$ cat config.mk
export PLATFORM = sky130hd
export DESIGN_NAME = register_file_sb_flat
export DESIGN_NICKNAME = d
export VERILOG_FILES = /design/src/rtl/regfile_pkg.sv /design/src/rtl/register_file_sb_if.sv /design/src/rtl/regfile_scoreboard.sv /design/src/rtl/register_file_sb.sv /design/src/flat_wrapper.sv
export SDC_FILE = /design/constraint.sdc
export NUM_CORES = 2
export LEC_CHECK = 0
export CAP_MARGIN = 5
export CORE_MARGIN = 8
export CORE_UTILIZATION = 41
export DETAILED_ROUTE_END_ITERATION = 10
export DONT_BUFFER_PORTS = 1
export GPL_ROUTABILITY_DRIVEN = 0
export PLACE_DENSITY = 0.62
export REMOVE_ABC_BUFFERS = 1
export SLEW_MARGIN = 20
export SYNTH_ARGS = -nofsm -noshare
export SYNTH_HDL_FRONTEND = slang
export SYNTH_SLANG_ARGS = --single-unit
$ cat constraint.sdc
create_clock -name clk -period 3.8 [get_ports clk]
set_input_delay 0.57 -clock clk [delete_from_list [all_inputs] [get_ports clk]]
set_output_delay 0.57 -clock clk [all_outputs]
set_load 0.02 [all_outputs]
$ cat src/rtl/regfile_pkg.sv
// Shared constants and types for the parametrised register file with busy-bit scoreboard.
// No logic of its own; popcount_busy exists only for the scoreboard's consistency assertion.
package regfile_pkg;

    localparam int DEF_XLEN  = 32;
    localparam int DEF_NREGS = 32;
    localparam int DEF_AW    = $clog2(DEF_NREGS);
    localparam int REG_ZERO  = 0;
    localparam int MAX_REGS  = 256;

    typedef logic [DEF_AW-1:0] regAddr_t;

    function automatic int popcount_busy(input logic [MAX_REGS-1:0] busyVec);
        int n;
        n = 0;
        for (int i = 0; i < MAX_REGS; i++) begin
            n += int'(busyVec[i]);
        end
        return n;
    endfunction

endpackage

$ cat src/rtl/register_file_sb_if.sv
// Decode/writeback bus of the register file: read ports, write port, reservation port.
// Latency: reads/rsv_ok combinational; backpressure: rejected reservation (rsv_ok=0) means decode retries.
interface register_file_sb_if import regfile_pkg::*; #(
    parameter int XLEN = DEF_XLEN,
    parameter int AW   = DEF_AW,
    parameter int NRD  = 2
);
    logic [NRD*AW-1:0]   rd_addr;
    logic [NRD*XLEN-1:0] rd_data;
    logic [NRD-1:0]      rd_busy;
    logic                wr_en;
    logic [AW-1:0]       wr_addr;
    logic [XLEN-1:0]     wr_data;
    logic                rsv_en;
    logic [AW-1:0]       rsv_addr;
    logic                rsv_ok;
    logic [AW:0]         busy_cnt;

    modport master (
        output rd_addr, wr_en, wr_addr, wr_data, rsv_en, rsv_addr,
        input  rd_data, rd_busy, rsv_ok, busy_cnt
    );

    modport slave (
        input  rd_addr, wr_en, wr_addr, wr_data, rsv_en, rsv_addr,
        output rd_data, rd_busy, rsv_ok, busy_cnt
    );
endinterface

$ cat src/rtl/regfile_scoreboard.sv
// Busy-bit scoreboard: one bit per register, write clears, accepted reservation sets.
// Latency: rsvOk combinational from registered busy bits; backpressure: busy target rejects (rsvOk=0).
module regfile_scoreboard import regfile_pkg::*; #(
    parameter int NREGS = DEF_NREGS,
    parameter int AW    = $clog2(NREGS)
) (
    input  logic             clk,
    input  logic             rst_n,
    input  logic             wrEn,
    input  logic [AW-1:0]    wrAddr,
    input  logic             rsvEn,
    input  logic [AW-1:0]    rsvAddr,
    output logic             rsvOk,
    output logic [NREGS-1:0] busy,
    output logic [AW:0]      busyCnt
);

    logic [NREGS-1:0] busyQ;
    logic [NREGS-1:0] busyD;
    logic             wrClr;
    logic             clrHit;

    assign wrClr  = wrEn && (wrAddr != AW'(REG_ZERO));
    assign clrHit = wrClr && busyQ[wrAddr];
    assign rsvOk  = rsvEn && (rsvAddr != AW'(REG_ZERO)) && !busyQ[rsvAddr];
    assign busy   = busyQ;

    // Clear first, then set: a same-register pair only sets when the bit was free before the edge.
    always_comb begin
        busyD = busyQ;
        if (wrClr) busyD[wrAddr] = 1'b0;
        if (rsvOk) busyD[rsvAddr] = 1'b1;
    end

    always_ff @(posedge clk or negedge rst_n) begin
        if (!rst_n) begin
            busyQ   <= '0;
            busyCnt <= '0;
        end else begin
            busyQ   <= busyD;
            busyCnt <= busyCnt + (AW+1)'(rsvOk) - (AW+1)'(clrHit);
        end
    end

    cntMatchesBits: assert property (@(posedge clk) disable iff (!rst_n)
        int'(busyCnt) == popcount_busy(MAX_REGS'(busyQ)));

endmodule

$ cat src/rtl/register_file_sb.sv
// Parametrised register file (x0 = 0, SP preset on reset) with write bypass and busy scoreboard.
// Latency: zero-cycle reads, writes visible next cycle (same cycle with BYPASS); backpressure: rsv_ok=0 stalls decode.
module register_file_sb import regfile_pkg::*; #(
    parameter int XLEN    = DEF_XLEN,
    parameter int NREGS   = DEF_NREGS,
    parameter int AW      = $clog2(NREGS),
    parameter int NRD     = 2,
    parameter int BYPASS  = 1,
    parameter int SP_IDX  = 2,
    parameter int SP_INIT = 252
) (
    input  logic               clk,
    input  logic               rst_n,
    register_file_sb_if.slave  bus
);

    logic [XLEN-1:0]     regs [NREGS];
    logic [NREGS-1:0]    busyVec;
    logic [NRD*XLEN-1:0] rdDataV;
    logic [NRD-1:0]      rdBusyV;

    always_ff @(posedge clk or negedge rst_n) begin
        if (!rst_n) begin
            for (int i = 0; i < NREGS; i++) begin
                regs[i] <= (i == SP_IDX) ? XLEN'(SP_INIT) : '0;
            end
        end else if (bus.wr_en && (bus.wr_addr != AW'(REG_ZERO))) begin
            regs[bus.wr_addr] <= bus.wr_data;
        end
    end

    regfile_scoreboard #(
        .NREGS (NREGS),
        .AW    (AW)
    ) u_sb (
        .clk     (clk),
        .rst_n   (rst_n),
        .wrEn    (bus.wr_en),
        .wrAddr  (bus.wr_addr),
        .rsvEn   (bus.rsv_en),
        .rsvAddr (bus.rsv_addr),
        .rsvOk   (bus.rsv_ok),
        .busy    (busyVec),
        .busyCnt (bus.busy_cnt)
    );

    // A forwarded write also retires the producer, so the port sees the register as not busy.
    always_comb begin
        logic [AW-1:0] ra;
        logic          fwd;
        rdDataV = '0;
        rdBusyV = '0;
        ra      = '0;
        fwd     = 1'b0;
        for (int p = 0; p < NRD; p++) begin
            ra  = bus.rd_addr[p*AW +: AW];
            fwd = (BYPASS != 0) && bus.wr_en && (bus.wr_addr == ra);
            if (ra == AW'(REG_ZERO)) begin
                rdDataV[p*XLEN +: XLEN] = '0;
                rdBusyV[p]              = 1'b0;
            end else if (fwd) begin
                rdDataV[p*XLEN +: XLEN] = bus.wr_data;
                rdBusyV[p]              = 1'b0;
            end else begin
                rdDataV[p*XLEN +: XLEN] = regs[ra];
                rdBusyV[p]              = busyVec[ra];
            end
        end
    end

    assign bus.rd_data = rdDataV;
    assign bus.rd_busy = rdBusyV;

endmodule

$ cat src/flat_wrapper.sv
// flat-port wrapper written by rule: the top's interface ports become plain ports
module register_file_sb_flat import regfile_pkg::*;
#(
    parameter int XLEN    = DEF_XLEN,
    parameter int NREGS   = DEF_NREGS,
    parameter int AW      = $clog2(NREGS),
    parameter int NRD     = 2,
    parameter int BYPASS  = 1,
    parameter int SP_IDX  = 2,
    parameter int SP_INIT = 252
)
  (clk, rst_n, bus_rd_addr, bus_wr_en, bus_wr_addr, bus_wr_data, bus_rsv_en, bus_rsv_addr, bus_rd_data, bus_rd_busy, bus_rsv_ok, bus_busy_cnt);
  register_file_sb_if #(.XLEN(XLEN), .AW(AW), .NRD(NRD)) bus_i ();
  input  logic clk;
  input  logic rst_n;
  input wire logic [$bits(bus_i.rd_addr)-1:0] bus_rd_addr;
  input wire logic [$bits(bus_i.wr_en)-1:0] bus_wr_en;
  input wire logic [$bits(bus_i.wr_addr)-1:0] bus_wr_addr;
  input wire logic [$bits(bus_i.wr_data)-1:0] bus_wr_data;
  input wire logic [$bits(bus_i.rsv_en)-1:0] bus_rsv_en;
  input wire logic [$bits(bus_i.rsv_addr)-1:0] bus_rsv_addr;
  output wire logic [$bits(bus_i.rd_data)-1:0] bus_rd_data;
  output wire logic [$bits(bus_i.rd_busy)-1:0] bus_rd_busy;
  output wire logic [$bits(bus_i.rsv_ok)-1:0] bus_rsv_ok;
  output wire logic [$bits(bus_i.busy_cnt)-1:0] bus_busy_cnt;
  assign bus_i.rd_addr = bus_rd_addr;
  assign bus_i.wr_en = bus_wr_en;
  assign bus_i.wr_addr = bus_wr_addr;
  assign bus_i.wr_data = bus_wr_data;
  assign bus_i.rsv_en = bus_rsv_en;
  assign bus_i.rsv_addr = bus_rsv_addr;
  assign bus_rd_data = bus_i.rd_data;
  assign bus_rd_busy = bus_i.rd_busy;
  assign bus_rsv_ok = bus_i.rsv_ok;
  assign bus_busy_cnt = bus_i.busy_cnt;
  register_file_sb #(.XLEN(XLEN), .NREGS(NREGS), .AW(AW), .NRD(NRD), .BYPASS(BYPASS), .SP_IDX(SP_IDX), .SP_INIT(SP_INIT)) u_core (.clk(clk), .rst_n(rst_n), .bus(bus_i));
endmodule
==> impl_metrics.ini <==
[worst_setup_path]
path_delay_family = simple AND/OR/NAND/NOR gates
crit_chain = xnor2_2 > nand4_1 > or3_2 > buf_4 > nand2_1 > a31oi_1 > a221o_1 > buf_4
cp_slowest_stage_delay_ns = 0.73
end_kind = output pin
critPathLaunchType = input port
worst-path-buf-inv = 2
path_class = input port to output pin
worstPathMaxFanout = 321
cp.required_ns = 3.23
cpMostUsedCell = buf_4
cp_data_arrival_time_ns = 3.93
cp_slowest_cell = or3_2

[clock_tree]
clkLatencyLatePin_ns = 0.74
cts_sinks = 1062
cts_root_buf = clkbuf_16
cts.path.max_buffers = 3
cts.clk_slew.worst_paths_ns = 0.06
cts_max_level = 3
numCtsBuffers = 112
cts_setup_buffers = 0
cts_tree = done

[synthesis]
synth_adder_area_share_pct = 0.166
synth_area_leaders = dfrtp_1 46%, mux2_2 20%, mux4_2 16%
synth_xor_area_share_pct = 0.230
synthMuxAreaShare_pct = 40.9
async_flop_share_pct = 100
synth_cells = 4035
yosysSeqAreaShare_pct = 46.4
yosysTopAreaCell = dfrtp_1
synth_seq_cells = 1062
synth_enable_flop_cells = 0
synth_compound_area_share_pct = 6.50
synth_top_area_share_pct = 46.2
yosysWarnings = 0
synthTopCellsByCount = 1056 x dfrtp_1, 1006 x mux2_2, 419 x mux4_2
synth_area_um2 = 57200
synth.avg_cell_area_um2 = 14.2
ys_types = 64
synth_flop_cell = dfrtp_1
synthSimpleGateAreaFrac_pct = 2.22
synth.most_common_cell = dfrtp_1
synth_top_family_by_area = multiplexers

[global_route]
busiest_layer = met2
use_met3_pct = 4.66
grt-ovfl-total = 0
grt_pass1_vias = 38340
grtUsageMet2_pct = 37.0
grt_start_max_net_pins = 1063
grt_pass1_wl_mm = 273
gr-usage-met1_pct = 34.4
antenna_found_initial = 3
grt_util_all_layers_pct = 23.9

[routing]
vias = 37756
drt_iter0_drc = 3938
detail_route.vias_per_cell = 6.48
drc = 0
dr.pass1.iters = 5
routed_wl_mm = 186
postRouteAntennaNets = 0
routedWlPerCell_um = 31.8

[outcome]
violations = slew limit, setup timing
status = finished with violations

[power_and_ir_drop]
power_density_nw_per_um2 = 526
p_leak_nw = 27.4
peakVddDrop_uv = 379

[run]
max_cap_viol_count = 0

[sta]
max_freq_mhz = 222
fin_crit_sh_pct = 118
worst_slew_pin_slew_ns = 1.87
period_needed_ns = 4.50
final_max_slew_viol_count = 128
finalHoldViolCount = 0
worst_slack_ns = -0.700
finClkSkew_ns = 0.00527
maxSlewHeadroom_pct = -24.3
hold_ws_ns = 0.0639
setup_viol = 33

[floorplan]
die_w_um = 390
dieArea_um2 = 152000
start_util_pct = 41.2
pin_count = 129
core_area_um2 = 139000
rows = 137
die_y_um = 390

[cells_and_area]
areaGrowthSynthToFinish_pct = 11.4
drive_gt1_share_pct = 46.1
num_antenna_cells = 0
layoutNonFillerInstCount = 5831
fill_cells = 12332
layout.nets = 3928

[placement]
place_inst = 5573
dp.final_hpwl_mm = 96.0
io_buffers = 0

[worst_hold_path]
min_path_type = input port to flop
area by class of cell:
| type | instances | area [um2] | area share (%) |
|---|---|---|---|
| sequential | 1062 | 26600 | 41.7 |
| multi-input combinational | 2487 | 28900 | 45.4 |
| clock buffer | 157 | 3290 | 5.15 |
| clock inverter | 47 | 571 | 0.895 |
| timing repair buffer | 178 | 1960 | 3.07 |
| inverter | 24 | 91.3 | 0.143 |
| tap | 1876 | 2350 | 3.68 |
per-layer routing:
metal | part of all wire [%] | vias up | wire length (um)
li1 | - | 15285 | -
met1 | 44 | 20514 | 80800
met2 | 46 | 1583 | 85100
met3 | 7.4 | 374 | 13700
met4 | 3.2 | 0 | 5890
met5 | 0 | - | 0
registers in the layout (all words and copies together), names as in the netlist:
signal and count:
u_core.regs 1024, u_core.u_sb.busy 32, u_core.u_sb.busyCnt 6
report_power, final:
group,leakage [nW],internal [mW],switching (mW),total (mW)
clock network,1.91,6.82,4.84,11.7
logic,11.9,4.11,2.55,6.66
registers,13.6,13.5,1.70,15.2
total,27.4,24.4,9.09,33.5
repair_timing:
| action | CTS | global route |
|---|---|---|
| hold endpoints to repair | 2059 | 167 |
| hold buffers | 40 | 8 |
| endpoints found under the setup margin | 0 | 33 |
| resized for setup | 0 | 1 |
per-stage QoR:
| step | power [mW] | TNS (ns) | setup slack [ns] | area (um2) | utilization (%) |
|---|---|---|---|---|---|
| after global routing | 35.0 | -7.49 | -0.362 | 63800 | 45.9 |
| after floorplan | 19.8 | -16.99 | -0.478 | 55300 | - |
| final | 33.5 | -19.10 | -0.700 | 63800 | 45.9 |
| after CTS | 33.4 | 0 | 0.0641 | 63500 | 45.7 |
| after detailed placement | 21.5 | 0 | 0.141 | 59300 | 42.6 |
| after global placement | 21.3 | 0 | 0.193 | 59300 | 42.6 |
kinds of logic after synthesis:
family / Yosys count
AO/OA/AOI/OAI: 515
XOR/XNOR: 15
adder cells (fa/ha/maj): 7
buffers and inverters: 486
flip-flops: 1062
multiplexers: 1691
AND/OR/NAND/NOR: 259
path summary, 6_finish.rpt:
check	start	cells past startpoint	endpoint	slack [ns]
max in group asynchronous	rst_n	6	u_core.regs[106]	0.63
worst min register to register	u_core.regs[997]	0	u_core.regs[997]	0.39
worst max-delay path	bus_rd_addr[0]	8	bus_rd_data[18]	-0.70
worst min-delay path	bus_rsv_addr[4]	2	u_core.u_sb.busy[18]	0.06
worst max register to register	u_core.u_sb.busy[23]	14	u_core.u_sb.busyCnt[4]	0.47
min in group asynchronous	rst_n	4	u_core.regs[497]	0.62
cell usage in the layout (no fill, tap or decap), types with 25 or more instances in the layout:
cell	synthesis	layout
buf_4	15	93
a211oi_1	50	50
a22oi_1	114	114
o22ai_1	89	89
o221ai_1	32	32
clkbuf_8	0	25
nand3_1	37	32
a22o_1	47	47
clkinv_2	0	28
dfrtp_1	1056	1056
a221oi_1	31	31
mux2_2	1006	1006
dlygate4sd3_1	0	30
clkbuf_16	0	115
mux2i_1	265	265
nor2_1	59	45
o21ai_0	53	53
nand2_1	67	58
a21oi_1	42	42
buf_12	0	32
mux4_2	419	419
(Power assumes the default switching activity.)
